[src/rtl/qbert_pkg.sv]
// Shared definitions for the Q*bert pyramid blocks: cube tracker states,
// default pyramid size and a one-hot test reused by several controllers.
package qbert_pkg;

    localparam int N_CUBE_DEFAULT = 28;
    localparam int ONEHOT_MAX_W   = 64;

    typedef enum logic [1:0] {
        IDLE   = 2'd0,
        ARMED  = 2'd1,
        COMMIT = 2'd2,
        DONE   = 2'd3
    } cube_state_t;

    // Narrower vectors are zero-extended by the caller; padding never changes one-hotness.
    function automatic logic is_onehot(input logic [ONEHOT_MAX_W-1:0] v);
        return (v != {ONEHOT_MAX_W{1'b0}}) &&
               ((v & (v - 64'd1)) == {ONEHOT_MAX_W{1'b0}});
    endfunction

endpackage

[src/rtl/cube_color_tracker_onehot_check.sv]
// Combinational one-hot detector; flags whether a cube vector names exactly one cube.
module onehot_check
    import qbert_pkg::*;
#(
    parameter int W = N_CUBE_DEFAULT
) (
    input  logic [W-1:0] vec_i,
    output logic         onehot_o
);

    logic [ONEHOT_MAX_W-1:0] vec_ext_s;

    // Widen to the helper's fixed width and evaluate.
    always_comb begin
        vec_ext_s = ONEHOT_MAX_W'(vec_i);
        onehot_o  = is_onehot(vec_ext_s);
    end

endmodule

[src/rtl/cube_color_tracker.sv]
// Owns the per-cube colour bitmap, lit-cube count, score/fall pulses and
// level completion flag for the pyramid; the bitmap is pre-applied at move start.
module cube_color_tracker
    import qbert_pkg::*;
#(
    parameter int N_CUBE = N_CUBE_DEFAULT,
    parameter int CNT_W  = $clog2(N_CUBE + 1)
) (
    input  logic              clk,
    input  logic              reset,
    input  logic [N_CUBE-1:0] position_qb,
    input  logic [N_CUBE-1:0] e_next_qb,
    input  logic              done_move,
    input  logic              new_level,
    input  logic              toggle_mode,
    output logic [N_CUBE-1:0] e_color_state,
    output logic [CNT_W-1:0]  cube_count,
    output logic              score_pulse,
    output logic              fall_pulse,
    output logic              level_done
);

    cube_state_t       state_q, state_d;
    logic [N_CUBE-1:0] bitmap_q, bitmap_d;
    logic [CNT_W-1:0]  count_q, count_d;
    logic              mode_q, mode_d;
    logic              valid_q, valid_d;
    logic              unlit_q, unlit_d;
    logic              score_q, score_d;
    logic              fall_q, fall_d;
    logic              level_q, level_d;

    logic              target_onehot_s;
    logic              do_commit_s;
    logic              sel_valid_s;
    logic              sel_unlit_s;
    logic              sel_mode_s;

    onehot_check #(.W(N_CUBE)) u_onehot (
        .vec_i    (e_next_qb),
        .onehot_o (target_onehot_s)
    );

    // State register and all registered outputs.
    always_ff @(posedge clk or posedge reset) begin
        if (reset) begin
            state_q  <= IDLE;
            bitmap_q <= {N_CUBE{1'b0}};
            count_q  <= {CNT_W{1'b0}};
            mode_q   <= 1'b0;
            valid_q  <= 1'b0;
            unlit_q  <= 1'b0;
            score_q  <= 1'b0;
            fall_q   <= 1'b0;
            level_q  <= 1'b0;
        end else begin
            state_q  <= state_d;
            bitmap_q <= bitmap_d;
            count_q  <= count_d;
            mode_q   <= mode_d;
            valid_q  <= valid_d;
            unlit_q  <= unlit_d;
            score_q  <= score_d;
            fall_q   <= fall_d;
            level_q  <= level_d;
        end
    end

    // Next-state: arm on a position mismatch, settle count/pulses on done_move.
    always_comb begin
        state_d     = state_q;
        bitmap_d    = bitmap_q;
        count_d     = count_q;
        mode_d      = mode_q;
        valid_d     = valid_q;
        unlit_d     = unlit_q;
        score_d     = 1'b0;
        fall_d      = 1'b0;
        level_d     = level_q;
        do_commit_s = 1'b0;
        sel_valid_s = valid_q;
        sel_unlit_s = unlit_q;
        sel_mode_s  = mode_q;

        if (new_level) begin
            state_d  = IDLE;
            bitmap_d = {N_CUBE{1'b0}};
            count_d  = {CNT_W{1'b0}};
            level_d  = 1'b0;
        end else begin
            case (state_q)
                IDLE: begin
                    if (position_qb != e_next_qb) begin
                        mode_d      = toggle_mode;
                        valid_d     = target_onehot_s;
                        unlit_d     = ((bitmap_q & e_next_qb) == {N_CUBE{1'b0}});
                        sel_valid_s = target_onehot_s;
                        sel_unlit_s = unlit_d;
                        sel_mode_s  = toggle_mode;
                        if (target_onehot_s) begin
                            bitmap_d = toggle_mode ? (bitmap_q ^ e_next_qb)
                                                   : (bitmap_q | e_next_qb);
                        end else begin
                            bitmap_d = bitmap_q;
                        end
                        // A jump that ends in its own detection cycle commits immediately.
                        if (done_move) begin
                            do_commit_s = 1'b1;
                            state_d     = COMMIT;
                        end else begin
                            state_d     = ARMED;
                        end
                    end else begin
                        state_d = IDLE;
                    end
                end
                ARMED: begin
                    if (done_move) begin
                        do_commit_s = 1'b1;
                        state_d     = COMMIT;
                    end else begin
                        state_d     = ARMED;
                    end
                end
                COMMIT: begin
                    if (count_q == CNT_W'(N_CUBE)) begin
                        state_d = DONE;
                        level_d = 1'b1;
                    end else if (position_qb == e_next_qb) begin
                        state_d = IDLE;
                    end else begin
                        state_d = COMMIT;
                    end
                end
                DONE: begin
                    state_d = DONE;
                end
                default: begin
                    state_d = IDLE;
                end
            endcase

            if (do_commit_s) begin
                if (sel_valid_s) begin
                    if (sel_unlit_s) begin
                        score_d = 1'b1;
                        count_d = (count_q < CNT_W'(N_CUBE)) ? count_q + CNT_W'(1) : count_q;
                    end else if (sel_mode_s) begin
                        count_d = (count_q != {CNT_W{1'b0}}) ? count_q - CNT_W'(1) : count_q;
                    end else begin
                        count_d = count_q;
                    end
                end else begin
                    fall_d = 1'b1;
                end
            end else begin
                fall_d = 1'b0;
            end
        end
    end

    assign e_color_state = bitmap_q;
    assign cube_count    = count_q;
    assign score_pulse   = score_q;
    assign fall_pulse    = fall_q;
    assign level_done    = level_q;

endmodule
[config.mk]
export PLATFORM = sky130hd
export DESIGN_NAME = cube_color_tracker
export DESIGN_NICKNAME = d
export VERILOG_FILES = /design/src/rtl/qbert_pkg.sv /design/src/rtl/cube_color_tracker_onehot_check.sv /design/src/rtl/cube_color_tracker.sv
export SDC_FILE = /design/constraint.sdc
export NUM_CORES = 1
export LEC_CHECK = 0
export ABC_CLOCK_PERIOD_IN_PS = 3150
export CORE_ASPECT_RATIO = 2
export CORE_MARGIN = 2
export CORE_UTILIZATION = 30
export CTS_CLUSTER_SIZE = 14
export DETAILED_ROUTE_END_ITERATION = 7
export REMOVE_ABC_BUFFERS = 1
export SYNTH_ARGS = -nofsm -noshare
export SYNTH_HDL_FRONTEND = slang
export SYNTH_SLANG_ARGS = --single-unit
[constraint.sdc]
create_clock -name clk -period 3.15 [get_ports clk]
set_clock_uncertainty 0.2 [all_clocks]
set_input_delay 0.63 -clock clk [delete_from_list [all_inputs] [get_ports clk]]
set_output_delay 0.63 -clock clk [all_outputs]
set_load 0.01 [all_outputs]
Word level (Yosys, flattened, before mapping)
Cells that the tools add are included.
{ "word_totals": {"ff_bits": 41, "input_bits": 61, "output_inout_bits": 36, "wordCells": 83} }
{ "op_classes": {"n_addsub": 3, "order_cmp": 1, "eq_ne": 7, "n_mux": 41, "bitwise": 4, "n_reduce_logical": 18} }
{ "op_table": {"columns": ["operator", "n"], "rows": [
  ["$mux W28", 5],
  ["$and A28 B64 Y64", 1],
  ["$logic_not A64 Y1", 1],
  ["$mux W5", 7],
  ["$sub A28 B1 Y29 const B", 1],
  ["$and A28 B28 Y28", 1],
  ["$eq A28 B28 Y1", 1],
  ["$logic_not A28 Y1", 1],
  ["$ne A28 B28 Y1", 1],
  ["$or A28 B28 Y28", 1],
  ["$reduce_bool A28 Y1", 1],
  ["$xor A28 B28 Y28", 1],
  ["$mux W1", 22],
  ["$reduce_bool A2 Y1", 7],
  ["$mux W2", 5],
  ["$pmux W2 S4", 1],
  ["$reduce_bool A3 Y1", 2],
  ["$add A5 B1 Y5 const B", 1],
  ["$eq A5 B5 Y1 const B", 1],
  ["$lt A5 B5 Y1 const B", 1],
  ["$reduce_and A5 Y1", 1],
  ["$reduce_bool A5 Y1", 1],
  ["$sub A5 B1 Y5 const B", 1],
  ["$eq A2 B2 Y1 const B", 2],
  ["other kinds (7)", 7]
]} }

Longest topological paths before layout
{ "logic_depth": {"depth_word": 10, "ltp_mapped": 14, "depth_no_buf": 13} }

Hierarchy
From an unflattened synthesis, not the netlist that was laid out.
{ "hier_totals": {"hier_cells": 484, "area_unflattened_um2": 3911.3} }
{ "by_module_without_submodules": {"columns": ["module", "instances", "cells_per_inst", "area_each_um2", "seq_area_each_um2"], "rows": [
  ["cube_color_tracker", 1, 431, 3542.1, 1026.0],
  ["onehot_check", 1, 53, 369.1, 0.0]
]} }

Worst setup path before layout
OpenSTA, ideal clock, no wires.
{ "synth_timing": {"path_type": "in2reg", "start": "in e_next_qb[24]", "end": "reg count_q[4] (netlist: cube_count[4])", "setup_time_ns": 0.087, "arrival_ns": 3.285, "t_required_ns": 2.863, "path_slack_ns": -0.422, "stages": 14, "n_path_buf": 1, "path_cell_list": "clkbuf_1 -> xor2_1 -> nor4_1 -> nand4_1 -> o21ai_1 -> mux2_2 -> inv_1 -> ha_1 -> nor2b_1 -> o21ai_0 -> nand2b_1 -> xnor2_1 -> a311o_1 -> o211ai_1"} }
{ "synth_via": {"elab_chain_len": 9, "word_cells_on_any_way": 30, "cone_classes": "add/sub: 1; eq/ne: 2; mux: 16; bitwise: 2; reduce/logical: 9"} }
{ "synth_rtl": {"columns": ["item", "line", "rtl"], "rows": [
  ["start, declared", "cube_color_tracker.sv:12", "input logic [N_CUBE-1:0] e_next_qb,"],
  ["$sub A28 B1 Y29 / $and A28 B28 Y28 (equally long branches)", "qbert_pkg.sv:18, cube_color_tracker.sv:96", null],
  ["$and A28 B64 Y64 / $logic_not A28 Y1 (equally long branches)", "qbert_pkg.sv:18, cube_color_tracker.sv:96", null],
  ["$logic_not A64 Y1 / $mux W1 (equally long branches)", null, null],
  ["$logic_and A1 B1 Y1 / $mux W1 (equally long branches)", "qbert_pkg.sv:17, cube_color_tracker.sv:91", null],
  ["$mux W1, on equally long branches", "cube_color_tracker.sv:93, cube_color_tracker.sv:85", null],
  ["$mux W1 / $mux W5 (equally long branches)", "cube_color_tracker.sv:91, cube_color_tracker.sv:145", null],
  ["$mux W1 / $mux W5 (equally long branches)", "cube_color_tracker.sv:85, cube_color_tracker.sv:144", null],
  ["$reduce_bool A2 Y1 (no source line) / $mux W5 (equally long branches)", null, null],
  ["$reduce_and A5 Y1 (no source line) / $mux W5 (equally long branches)", null, null],
  ["end signal, assigned", "cube_color_tracker.sv:49", "count_q <= {CNT_W{1'b0}};"],
  ["end signal, assigned", "cube_color_tracker.sv:59", "count_q <= count_d;"],
  ["end, declared", "cube_color_tracker.sv:25", "logic [CNT_W-1:0] count_q, count_d;"]
]} }
Several ways; a longest one is shown, not always the timed one. The select of a mux whose other input is x is not followed.
A chain may end at the register's enable or synchronous reset.

Final worst setup path
{ "layout_timing": {"start": "in e_next_qb[4]", "end": "reg count_q[0] (netlist: cube_count[0])"} }
Same word-level chain as after synthesis.

==> metrics.yaml <==
clock_tree:
  cts_buffers: 5
  cts_hold_buf: 0
  clockRootBuffer: "clkbuf_16"
  cts.sinks: 41
  htree_levels: 2
  cts_tree: "done"
  clock_latency_ps: 300
  clockBufferDepth: 2
  clkTransAtPathRegs_ps: 60
status:
  violations: "negative setup slack"
  status: "complete, but fails checks"
sta:
  grt_setup_unrepaired: "true"
  setup_slack_ps: -171.4
  setup_viol: 35
  slew_headroom: 0.5963
  period_minus_slack_ps: 3321
  tightest_slew_ps: 605.6
  fin_crit_sh: 1.054
  hold_viol: 0
  max_freq_mhz: 301.1
  drv_slew: 0
  hold_ws_ps: 309.1
setup_path:
  critPathMaxFanout: 7
  cp.arrival_ps: 3300
  criticalPathCategory: "primary input to register"
  worst_r2r_endpoint: "cube_count[4]$_DFFE_PP0P_"
  timing.rr.start: "e_color_state[7]$_DFFE_PP0P_"
  reg2reg_depth: 14
  end_kind: "register"
  r2r_slack_ps: 160
  worstSetupStartpointType: "primary input"
  required_ps: 3130
yosys:
  async_flop_share: 1.000
  synth.area.top_cells: "dfrtp_1 (26%), ha_1 (19%), xor2_1 (6.5%)"
  synthCells: 449
  yosysWarnings: 0
  ys_types: 56
  synth.avg_cell_area_um2: 8.641
  synth_edf_count: 0
  synth-seq-cells: 41
  yosysTopAreaCell: "dfrtp_1"
  syn_area_um2: 3880
  ys.flop_type: "dfrtp_1"
  synth-seq-area-share: 0.2644
  synth_top_cell_area_share: 0.2644
global_route:
  grt.met1_usage: 0.2231
  grtUsageMet3: 0.02649
  antenna_found_initial: 0
  track_usage: 0.2227
  grt-ovfl-total: 0
  globalRoute.busiestLayer: "met2"
  grt_pass1_vias: 4569
  grt_first_pass_wirelength_um: 23750
  grt_max_degree: 58
  met2_usage: 0.4260
route:
  vias: 4278
  drtPass1Iterations: 4
  drt_iter0_drc: 154
  post_drt_wl_per_cell_um: 18.59
  ant_nets: 0
  viasPerCell: 5.160
  wl_um: 15410
  drc_errors: 0
floorplanning:
  die-area_um2: 13910
  start_util: 0.3073
  row_count: 58
  die_h_um: 164.8
  io_pins: 97
  die_x_um: 84.42
  core_area_um2: 12630
cells_and_area:
  layout_common_cells: "buf_4 (112), inv_1 (65), ha_1 (56)"
  fin_util: 0.5330
  nets: 799
  final_layout_size_suffix_gt1_frac: 0.3785
  fillCellCount: 1175
  syn_to_final_growth_pct: 73.46
  antenna_cells: 0
  final_cells: 829
  final_common_cell: "buf_4"
min_path:
  hp-start: "level_done$_DFFE_PP0P_"
  hp-class: "register to register"
  holdPathEnd: "level_done$_DFFE_PP0P_"
  min_path_cells: 2
pwr:
  p_leak_nw: 3.073
  p_per_area_nw_per_um2: 233.1
  power_w: 0.001569
  irDropWorstVdd_mv: 0.2404
placed_design:
  numPortBuffers: 96
  dpl.cell_count: 780
  gp_congestion: 0.9283
  dp_hpwl_um: 10990
flow_run:
  maxCapViolCount: 0
==> worst max path at each step <==
stage | startpoint | endpoint | slack (ps)
floorplan | e_next_qb[0] | e_color_state[0]$_DFFE_PP0P_ | -790
global placement | e_next_qb[3] | cube_count[4]$_DFFE_PP0P_ | -1150
finish | e_next_qb[4] | cube_count[0]$_DFFE_PP0P_ | -170
CTS | e_next_qb[4] | e_color_state[25]$_DFFE_PP0P_ | -160
detailed placement | e_next_qb[3] | cube_count[4]$_DFFE_PP0P_ | -1290
global route | e_next_qb[4] | e_color_state[13]$_DFFE_PP0P_ | -310
==> final cells by class <==
cell class | count | area (µm²) | area share
Clock inverter | 1 | 30.03 | 0.004462
Multi-Input combinational cell | 325 | 2973 | 0.4417
Timing Repair Buffer | 239 | 2121 | 0.3151
Clock buffer | 7 | 142.6 | 0.02119
Sequential cell | 41 | 1026 | 0.1524
Tap cell | 150 | 187.7 | 0.02789
Inverter | 66 | 250.2 | 0.03718
==> cells in the mapped netlist, types with 2 or more instances <==
cell type / number
o32ai_1: 2
nor4_4: 2
a31oi_1: 3
dfrtp_1: 41
a211oi_2: 3
mux2_2: 4
nand4_1: 6
ha_1: 59
nand2b_1: 3
nor2b_1: 2
inv_1: 66
buf_1: 3
o21ai_0: 21
mux2i_1: 18
nand2_1: 24
o211ai_1: 3
a211oi_1: 13
nand3_1: 4
xor2_1: 29
o21ai_1: 2
nand4b_1: 3
nor4_1: 16
o41ai_1: 2
clkbuf_1: 10
or3_1: 4
nor2_1: 48
o22ai_1: 2
a21oi_1: 17
o311ai_1: 3
nor3_1: 8
buf_4: 3
==> sequential cells by signal, indices dropped and copies added, names as in the netlist <==
register,flops
fall_pulse,1
e_color_state,28
level_done,1
score_pulse,1
mode_q,1
valid_q,1
unlit_q,1
cube_count,5
state_q,2
==> kinds of logic after synthesis <==
family                     Yosys count  synth area share
and+or+nand+nor                    130            0.1816
adders and majority gates           60            0.1954
muxes                               22           0.05804
AOI/OAI and AO/OA                   83            0.1493
xor gates and xnor gates            30           0.06772
DFF                                 41            0.2644
buffers and inverters               83           0.08352
==> metrics by stage <==
step                      setup slack [ps]  instance area [µm²]  TNS (ps)
after CTS                           -161.2                 6723     -2856
after global routing                -305.7                 6730     -8824
after detailed placement             -1287                 5743    -35540
final                               -171.4                 6730     -4386
after global placement               -1149                 5743    -33130
after floorplan                     -785.8                 3804    -22660
==> critical path, stage by stage <==
cell and delay (ps):
buf_6 100, buf_6 110, nor4_4 360, nand4_4 200, buf_6 180, o32ai_4 230
o211ai_1 140, or4_4 570, o31ai_4 220, buf_6 180, a211oi_2 70, a221o_1 300
==> report_power, final <==
part           total (W)  switching [W]  internal [W]
Clock           0.000632       0.000235      0.000397
Combinational   0.000401       0.000217      0.000184
Sequential      0.000536     0.00000427      0.000531
Total            0.00157       0.000456       0.00111
==> metal layers <==
layer	up-vias	share of wire
met3	59	0.034
met5	-	0
met4	0	0.065
li1	2007	-
met2	136	0.55
met1	2076	0.35
==> repair_timing <==
item / CTS / global route
setup endpoints to repair: 37 / 35
resized for setup: 233 / 40
cloned: 5 / 0
pin swaps: 56 / 24
buffers inserted: 37 / 3
Power figures use the tool's default switching activity.
